<file path="config.mk">
export PLATFORM = sky130hd
export DESIGN_NAME = ads131_frame_unpacker
export DESIGN_NICKNAME = d
export VERILOG_FILES = /design/src/rtl/ads131_frame_unpacker.sv
export SDC_FILE = /design/constraint.sdc
export NUM_CORES = 1
export LEC_CHECK = 0
export CAP_MARGIN = 15
export CORE_ASPECT_RATIO = 0.5
export CORE_MARGIN = 1.5
export CORE_UTILIZATION = 35
export DETAILED_ROUTE_END_ITERATION = 12
export SYNTH_ARGS = -nofsm -noshare
export SYNTH_HDL_FRONTEND = slang
export SYNTH_SLANG_ARGS = --single-unit
export TNS_END_PERCENT = 50
</file>
<file path="constraint.sdc">
create_clock -name system_clock -period 1.9 [get_ports system_clock]
set_input_delay 0.285 -clock system_clock [delete_from_list [all_inputs] [get_ports system_clock]]
set_output_delay 0.285 -clock system_clock [all_outputs]
set_load 0.1 [all_outputs]
</file>
<file path="src/rtl/ads131_frame_unpacker.sv">
// ads131_frame_unpacker
//
// Unpacks ADS131A0x data frames delivered as 32-bit words by the upstream
// SPI master: one status word followed by NUM_CHANNELS channel words. The
// status word's upper half is checked against STATUS_EXPECT under
// STATUS_MASK. Each channel's 24-bit two's-complement sample (word[31:8]) is
// sign-extended to 32 bits, buffered, and then streamed out one channel per
// transfer.
//
// Ports:
//   system_clock   single clock for all logic
//   reset          asynchronous, active-high; clears all state
//   frame_start    one-cycle pulse at CS assertion, starts a new frame
//   word_valid     one-cycle pulse; word_data holds a complete word
//   word_data      received 32-bit word, MSB first as shifted in
//   sample_valid   sample_data/sample_channel/sample_last are valid
//   sample_ready   downstream accepts the sample
//   sample_data    {{8{word[31]}}, word[31:8]} for the current channel
//   sample_channel channel index 0..NUM_CHANNELS-1
//   sample_last    high with the last channel of the frame
//   status_word    last captured status word[31:16]
//   status_valid   one-cycle pulse when status_word updates
//   status_error   one-cycle pulse when a status word fails the check
//   abort_count    saturating count of frames restarted mid-capture
//   overrun_count  saturating count of frame starts dropped while emitting
//
// Output stream handshake: a sample transfers on a rising clock edge where
// sample_valid and sample_ready are both high. While sample_valid is high and
// sample_ready is low, sample_data/sample_channel/sample_last hold stable, and
// sample_valid only drops after the transfer of the last sample (or on reset).

module ads131_frame_unpacker #(
  parameter int          NUM_CHANNELS  = 4,
  parameter logic [15:0] STATUS_MASK   = 16'hFF00,
  parameter logic [15:0] STATUS_EXPECT = 16'h2200
) (
  input  logic        system_clock,
  input  logic        reset,
  input  logic        frame_start,
  input  logic        word_valid,
  input  logic [31:0] word_data,
  output logic        sample_valid,
  input  logic        sample_ready,
  output logic [31:0] sample_data,
  output logic [2:0]  sample_channel,
  output logic        sample_last,
  output logic [15:0] status_word,
  output logic        status_valid,
  output logic        status_error,
  output logic [7:0]  abort_count,
  output logic [7:0]  overrun_count
);

  // Buffer is addressed with exactly as many index bits as the channel count
  // needs, so the array depth is rounded up to a power of two.
  localparam int          IDX_W     = (NUM_CHANNELS > 1) ? $clog2(NUM_CHANNELS) : 1;
  localparam int          BUF_DEPTH = 1 << IDX_W;
  localparam logic [2:0]  LAST_CH   = 3'(NUM_CHANNELS - 1);

  typedef enum logic [1:0] {
    S_IDLE     = 2'd0,
    S_STATUS   = 2'd1,
    S_CHANNELS = 2'd2,
    S_EMIT     = 2'd3
  } state_t;

  state_t      state;
  logic [2:0]  ch_cnt;
  logic [2:0]  emit_idx;
  logic [31:0] buffer [BUF_DEPTH];

  logic        status_ok;
  logic        capture_word;
  logic        handshake;
  logic        unused_word_bits;

  assign status_ok    = ((word_data[31:16] & STATUS_MASK) == STATUS_EXPECT);
  // A word arriving together with frame_start belongs to no frame.
  assign capture_word = (state == S_CHANNELS) && word_valid && !frame_start;
  assign handshake    = (state == S_EMIT) && sample_ready;

  // The low byte of each channel word carries no sample bits.
  assign unused_word_bits = ^word_data[7:0];

  // Stream outputs are decoded from registered state only, so they are
  // glitch-free and fall to zero as soon as reset clears the state.
  assign sample_valid   = (state == S_EMIT);
  assign sample_data    = (state == S_EMIT) ? buffer[emit_idx[IDX_W-1:0]] : 32'd0;
  assign sample_channel = (state == S_EMIT) ? emit_idx : 3'd0;
  assign sample_last    = (state == S_EMIT) && (emit_idx == LAST_CH);

  always_ff @(posedge system_clock or posedge reset) begin
    if (reset) begin
      state         <= S_IDLE;
      ch_cnt        <= 3'd0;
      emit_idx      <= 3'd0;
      status_word   <= 16'd0;
      status_valid  <= 1'b0;
      status_error  <= 1'b0;
      abort_count   <= 8'd0;
      overrun_count <= 8'd0;
    end else begin
      status_valid <= 1'b0;
      status_error <= 1'b0;
      case (state)
        S_IDLE: begin
          if (frame_start) begin
            state <= S_STATUS;
          end
        end

        S_STATUS: begin
          if (frame_start) begin
            // Restart: stay waiting for a fresh status word.
            if (abort_count != 8'hFF) abort_count <= abort_count + 8'd1;
          end else if (word_valid) begin
            status_word  <= word_data[31:16];
            status_valid <= 1'b1;
            if (status_ok) begin
              state  <= S_CHANNELS;
              ch_cnt <= 3'd0;
            end else begin
              status_error <= 1'b1;
              state        <= S_IDLE;
            end
          end
        end

        S_CHANNELS: begin
          if (frame_start) begin
            if (abort_count != 8'hFF) abort_count <= abort_count + 8'd1;
            state  <= S_STATUS;
            ch_cnt <= 3'd0;
          end else if (word_valid) begin
            if (ch_cnt == LAST_CH) begin
              state    <= S_EMIT;
              emit_idx <= 3'd0;
              ch_cnt   <= 3'd0;
            end else begin
              ch_cnt <= ch_cnt + 3'd1;
            end
          end
        end

        S_EMIT: begin
          // A new frame cannot be captured while the buffer is still draining.
          if (frame_start && (overrun_count != 8'hFF)) begin
            overrun_count <= overrun_count + 8'd1;
          end
          if (handshake) begin
            if (emit_idx == LAST_CH) begin
              state    <= S_IDLE;
              emit_idx <= 3'd0;
            end else begin
              emit_idx <= emit_idx + 3'd1;
            end
          end
        end

        default: state <= S_IDLE;
      endcase
    end
  end

  // Sample storage needs no reset: it is only read in S_EMIT, which is only
  // reached after every entry of the frame has been written.
  always_ff @(posedge system_clock) begin
    if (capture_word) begin
      buffer[ch_cnt[IDX_W-1:0]] <= {{8{word_data[31]}}, word_data[31:8]};
    end
  end

endmodule

</file>
==> run summary, run 1 <==
outcome: finished with violations
failing checks: setup timing
top_reg_cell synth: edfxtp_1
First DRT Iteration DRCs: 205
clock skew: 4.71 ps
HPWL after detailed placement: 7.88 mm
VDD IR max: 1.50 mV
full die area: 17200 sq um
Post-synth EDFFs: 96
RR Startpoint: state[0]$_DFFE_PP0P_
CTS buffer count: 17
Post-Place Setup Slack: -248 ps
IO buf count: 99
starting density of the core: 36.5%
Core Region: 15700 sq um
Avg Cell Area, Syn: 15.8 sq um
CP max FO: 8
Synth cell types: 41
final worst-path cycle share: 116%
Layout Nets: 546
Slew Limit Headroom: 71.2%
Max Freq: 0.455 GHz
Post-Syn Nets: 412
CTS tree: yes
Clock Latency Late Sink: 410 ps
Root Buffer: clkbuf_16
I/O Pins: 108
num rows: 32
RePlAce Congestion: 0.744
Setup violations, final: 33
ys async rst share: 30.4%
Wirelength per Cell: 16.7 microns
final hold viol count: 0
Startpoint Class: register
RSZ-0062 raised after global routing: true
grt total ovfl: 0
R2R depth: 6
Clock Sinks: 138
CTS H-tree depth: 4
Worst Slack Setup Final: -299 ps
min-delay worst type: input pin to asynchronous set/reset pin
Multi-input gate area: 1720 sq um
Fillers: 1300
antenna violations before repair: 0
antenna-violating nets left: 0
leakage dissipation: 3.18 nW
fin. max-slew vios: 0
WP data arrival: 1910 ps
sequential cell area: 3960 sq um
CP Data Required Time: 1620 ps
commonest non-fill, non-tap cell in the layout: edfxtp_1
first-pass GRT wire length: 19.4 mm
most frequent cells in the layout: edfxtp_1, buf_4, nand2_1
Worst R2R Setup Slack: 50 ps
Total GRT Usage: 15.6%
Yosys reg bits: 138
Seq/Total Area, Yosys: 68.6%
vias: 3374
Area Overhead vs Synth: 44.0%
area share of the largest cell type after synthesis: 50.3%
final WL: 12.2 mm
DR vias/cell: 4.62
Worst R2R End: emit_idx[0]$_DFFE_PP0P_
fin area: 8250 sq um
Reg clk slew, reported paths: 60 ps
Period minus WS final: 2200 ps
vias in the first global route: 3535
pin count of the biggest net entering global routing: 43
Synth Instances: 363
Netlist Area Pre-Place: 5730 sq um
Vert. Die Dim: 93.5 microns
# Max-Cap Violations: 0
DP Area: 7580 sq um
worst-margin pin slew: 428 ps
crit path kind: register to output port
cell taking the most area after synthesis: edfxtp_1
Critical Path End Type: output port
clk buf depth: 2
Die Width: 184 microns
share of post-route cells with drive strength above 1: 43.7%
ant diodes: 0
setup TNS: -8330 ps
drt drc: 0
top cells by area, synth: edfxtp_1, dfrtp_1, mux4_2
Ys Warns: 0
Pre-Repair DR Iteration Count: 4
pwr/cell area: 1200 nW/um^2
[metrics by stage]
stage	hold slack (ps)	total power [mW]	utilization [%]	std cells
finish	217	9.88	52.6	731
global route	244	10.3	52.6	731
CTS	231	9.99	52.6	731
detailed placement	469	6.60	48.3	697
global placement	463	6.58	48.3	697
floorplan	384	5.89	-	363
[power by group]
part / leakage, nW / internal [mW] / total [mW] / switching [mW]
combinational: 1.51 / 0.588 / 2.82 / 2.23
sequential: 1.39 / 3.49 / 3.70 / 0.210
clock: 0.278 / 2.08 / 3.36 / 1.29
[critical path, stage by stage, from the launching register on]
cell     delay, ps
dfrtp_2        420
buf_12         150
mux4_2         530
and2_4         220
buf_12         180
[registers in the layout, summed over array words and instances, names as in the netlist]
signal / count
overrun_count: 8
state: 2
status_error: 1
abort_count: 8
ch_cnt: 3
status_word: 16
emit_idx: 3
status_valid: 1
buffer: 96
[layer usage]
metal	share of wire [%]	up-vias	GRT usage [%]
li1	-	1595	-
met1	44	1693	20.3
met2	50	78	25.4
met3	4.8	8	3.78
met4	0.92	0	5.87
met5	0	-	0
[area by class of cell]
class                   count  area share, %
flip-flops and latches    138           47.9
multi-input cells         194           20.8
repair buffers            135           20.1
clock buffers              19           5.24
well taps                 221           3.35
clock inverters            13           2.06
inverters                  11          0.500
[synth_stat cells, types with 2 or more instances]
library cell,count
xor2_1,2
ha_1,12
nand2_1,55
mux4_2,24
mux2_2,5
clkbuf_1,4
nor2_1,9
a21oi_1,4
and2_1,27
inv_1,10
buf_2,5
dfrtp_1,42
and3_2,4
nor3b_1,2
nand2b_1,2
nor2b_1,4
edfxtp_1,96
o21ai_0,3
and3_1,4
buf_4,10
nand4_1,9
mux2_4,2
xnor2_1,10
[how the worst max path moves through the flow]
stage	from	slack, ps	end	cells after the start
2_1_floorplan	emit_idx[0]$_DFFE_PP0P_	-160	sample_data[8]	4
3_3_place_gp	word_data[25]	-250	ch_cnt[0]$_DFFE_PP0P_	5
3_5_place_dp	word_data[25]	-250	ch_cnt[1]$_DFFE_PP0P_	5
4_1_cts	emit_idx[0]$_DFFE_PP0P_	-330	sample_data[29]	4
5_1_grt	emit_idx[0]$_DFFE_PP0P_	-370	sample_data[23]	4
6_report	emit_idx[0]$_DFFE_PP0P_	-300	sample_data[28]	4
[kinds of logic after synthesis]
group / count (synthesis) / synth area share, %
simple gates: 122 / 11.0
compound gates: 15 / 1.83
fa+ha+maj: 12 / 2.62
flops: 138 / 68.6
xor+xnor: 12 / 1.83
buf+inv: 32 / 2.99
mux: 32 / 11.1
[repair_timing]
item / 4_1_cts / 5_1_grt
hold buffers: 0 / 0
setup buffers: 1 / 0
setup endpoints to repair: 36 / 44
pin swaps: 7 / 0
gates resized for setup: 26 / 2
gates cloned: 1 / 0
hold endpoints to repair: 0 / 0
No activity file was read; power rests on OpenSTA's default activity.
==> run 2: changes to the inputs <==
- CORE_MARGIN: 1.5 -> 10
- GPL_ROUTABILITY_DRIVEN: not set -> 0
- REMOVE_ABC_BUFFERS: not set -> 1
==> run summary, run 2 (same netlist as run 1, synthesis figures left out) <==
outcome: finished with violations
failing checks: setup timing
HPWL after detailed placement: 9.02 mm (+15%)
drt drc: 0 (unchanged)
Switching Fraction: 39.0% (+1.3 points)
clock skew: 8.36 ps (+3.65 ps)
Core Region: 15700 sq um (+0.25%)
internal power: 5.93 mW (-3.6%)
grt total ovfl: 0 (unchanged)
max reg flops: 96 (unchanged)
I/O Pins: 108 (unchanged)
NetSw: 3.79 mW (+1.8%)
RSZ-0062 raised after global routing: true
Slew Limit Headroom: 65.5% (-5.7 points)
most frequent cells in the layout: edfxtp_1, buf_4, nand2_1
antenna violations before repair: 0 (unchanged)
Wirelength per Cell: 17.6 microns (+5.2%)
first-pass GRT wire length: 20.7 mm (+6.5%)
Die Width: 201 microns (+9.2%)
antenna-violating nets left: 0 (unchanged)
CTS tree: yes
Startpoint Class: register
# Max-Cap Violations: 0 (unchanged)
Worst R2R End: emit_idx[1]$_DFFE_PP0P_
Pre-Repair DR Iteration Count: 5 (+1)
First DRT Iteration DRCs: 95 (-54%)
final WL: 13.0 mm (+6.2%)
clk buf depth: 2 (unchanged)
leakage dissipation: 3.26 nW (+2.5%)
Core Util, Final: 53.0% (+0.45 points)
Period minus WS final: 2200 ps (+0.553 ps)
Clock Sinks: 138 (unchanged)
CP max FO: 6 (-2)
R2R depth: 6 (unchanged)
Max Freq: 0.455 GHz (about the same)
total power draw: 9.73 mW (-1.6%)
ant diodes: 0 (unchanged)
Layout Nets: 553 (+1.3%)
worst-margin pin slew: 511 ps (+83.9 ps)
share of post-route cells with drive strength above 1: 42.4% (-1.4 points)
pwr/cell area: 1170 nW/um^2 (-2.7%)
Setup violations, final: 33 (unchanged)
Hold Slack: 213 ps (-4.23 ps)
CP Data Required Time: 1620 ps (about the same)
crit path kind: register to output port
Worst R2R Setup Slack: 110 ps (+60 ps)
Area Overhead vs Synth: 45.6%
CTS H-tree depth: 4 (unchanged)
fin. max-slew vios: 0 (unchanged)
power share of the clock group: 32.4% (-1.6 points)
Worst Slack Setup Final: -300 ps (-0.553 ps)
RR Startpoint: state[0]$_DFFE_PP0P_
Post-Place Setup Slack: -206 ps (+41.7 ps)
setup TNS: -8570 ps (-247 ps)
WP data arrival: 1910 ps (about the same)
min-delay worst type: input pin to asynchronous set/reset pin
logic gate share of total power: 29.8% (+1.3 points)
commonest non-fill, non-tap cell in the layout: edfxtp_1
vias in the first global route: 3680 (+4.1%)
starting density of the core: 36.4% (-0.093 points)
full die area: 22200 sq um (+29%)
Root Buffer: clkbuf_16
Clock Latency Late Sink: 410 ps (about the same)
Critical Path End Type: output port
IO buf count: 99 (unchanged)
num rows: 32 (unchanged)
VDD IR max: 1.55 mV (+3.9%)
Reg clk slew, reported paths: 60 ps (about the same)
vias: 3425 (+1.5%)
pin count of the biggest net entering global routing: 24 (-44%)
final worst-path cycle share: 116% (about the same)
Total GRT Usage: 11.7% (-3.8 points)
Seq pwr share: 37.8% (+0.3 points)
DR vias/cell: 4.64 (+0.55%)
Vert. Die Dim: 110 microns (+18%)
CTS buffer count: 17 (unchanged)
final hold viol count: 0 (unchanged)
[run 2: cell count changes in the layout (fill, tap and decap cells not counted), moves of 3 or more]
cell / previous run / this run
buf_8: 0 / 3
clkinv_4: 2 / 5
clkinvlp_4: 5 / 2
dfrtp_1: 27 / 39
dfrtp_2: 14 / 3
ha_2: 3 / 0
inv_6: 1 / 4
[run 2: final cells by class]
class | count | area, sq um
Timing Repair Buffer | 142 | 1790
Clock buffer | 18 | 429
Multi-Input combinational cell | 194 | 1730
Tap cell | 221 | 277
Clock inverter | 14 | 139
Inverter | 11 | 41.3
Sequential cell | 138 | 3940
Fill cell | 1288 | 7390
[run 2: metrics by stage]
| stage | cell area [sq um] | std cells |
|---|---|---|
| finish | 8350 | 738 |
| global route | 8350 | 738 |
| CTS | 8320 | 738 |
| detailed placement | 7580 | 702 |
| global placement | 7580 | 702 |
| floorplan | 5600 | 342 |
[run 2: power by group through the flow]
stage          sequential (mW)  clock [mW]  combinational, mW
3_5_place_dp              3.72           0               2.93
4_1_cts                   3.68        3.24               2.93
3_3_place_gp              3.72           0               2.91
2_1_floorplan             5.49           0              0.382
5_1_grt                   3.71        3.34               3.02
6_report                  3.67        3.16               2.90
[run 2: worst max-delay path by stage]
| stage | slack, ps | cells after the start | end | start |
|---|---|---|---|---|
| after global placement | -160 | 5 | ch_cnt[1]$_DFFE_PP0P_ | word_data[27] |
| after floorplan | -5930 | 2 | sample_data[23] | emit_idx[0]$_DFFE_PP0P_ |
| after CTS | -330 | 5 | sample_data[21] | emit_idx[0]$_DFFE_PP0P_ |
| final | -300 | 5 | sample_data[9] | emit_idx[0]$_DFFE_PP0P_ |
| after detailed placement | -210 | 5 | ch_cnt[1]$_DFFE_PP0P_ | word_data[27] |
| after global routing | -350 | 5 | sample_data[9] | emit_idx[0]$_DFFE_PP0P_ |
[run 2: routing by layer]
metal  track usage [%]  share of wire [%]  vias up
met5                 0                  0        -
met4              4.38                1.0        0
met3              2.82                3.8        9
met2              20.1                 51       55
met1              14.1                 44     1745
li1                  -                  -     1616
[run 2: worst max-delay path: stages, from the launching register on]
cell	delay, ps
dfrtp_2	400
buf_12	150
buf_12	130
mux4_2	510
and2_4	160
buf_12	160
[run 2: what timing repair did]
item                                    in CTS  in global routing
gates cloned                                 1                  1
endpoints found under the setup margin      36                 53
gates resized for setup                     37                 10
hold buffers                                 0                  0
pin swaps                                    9                 14
buffers inserted                             3                  0
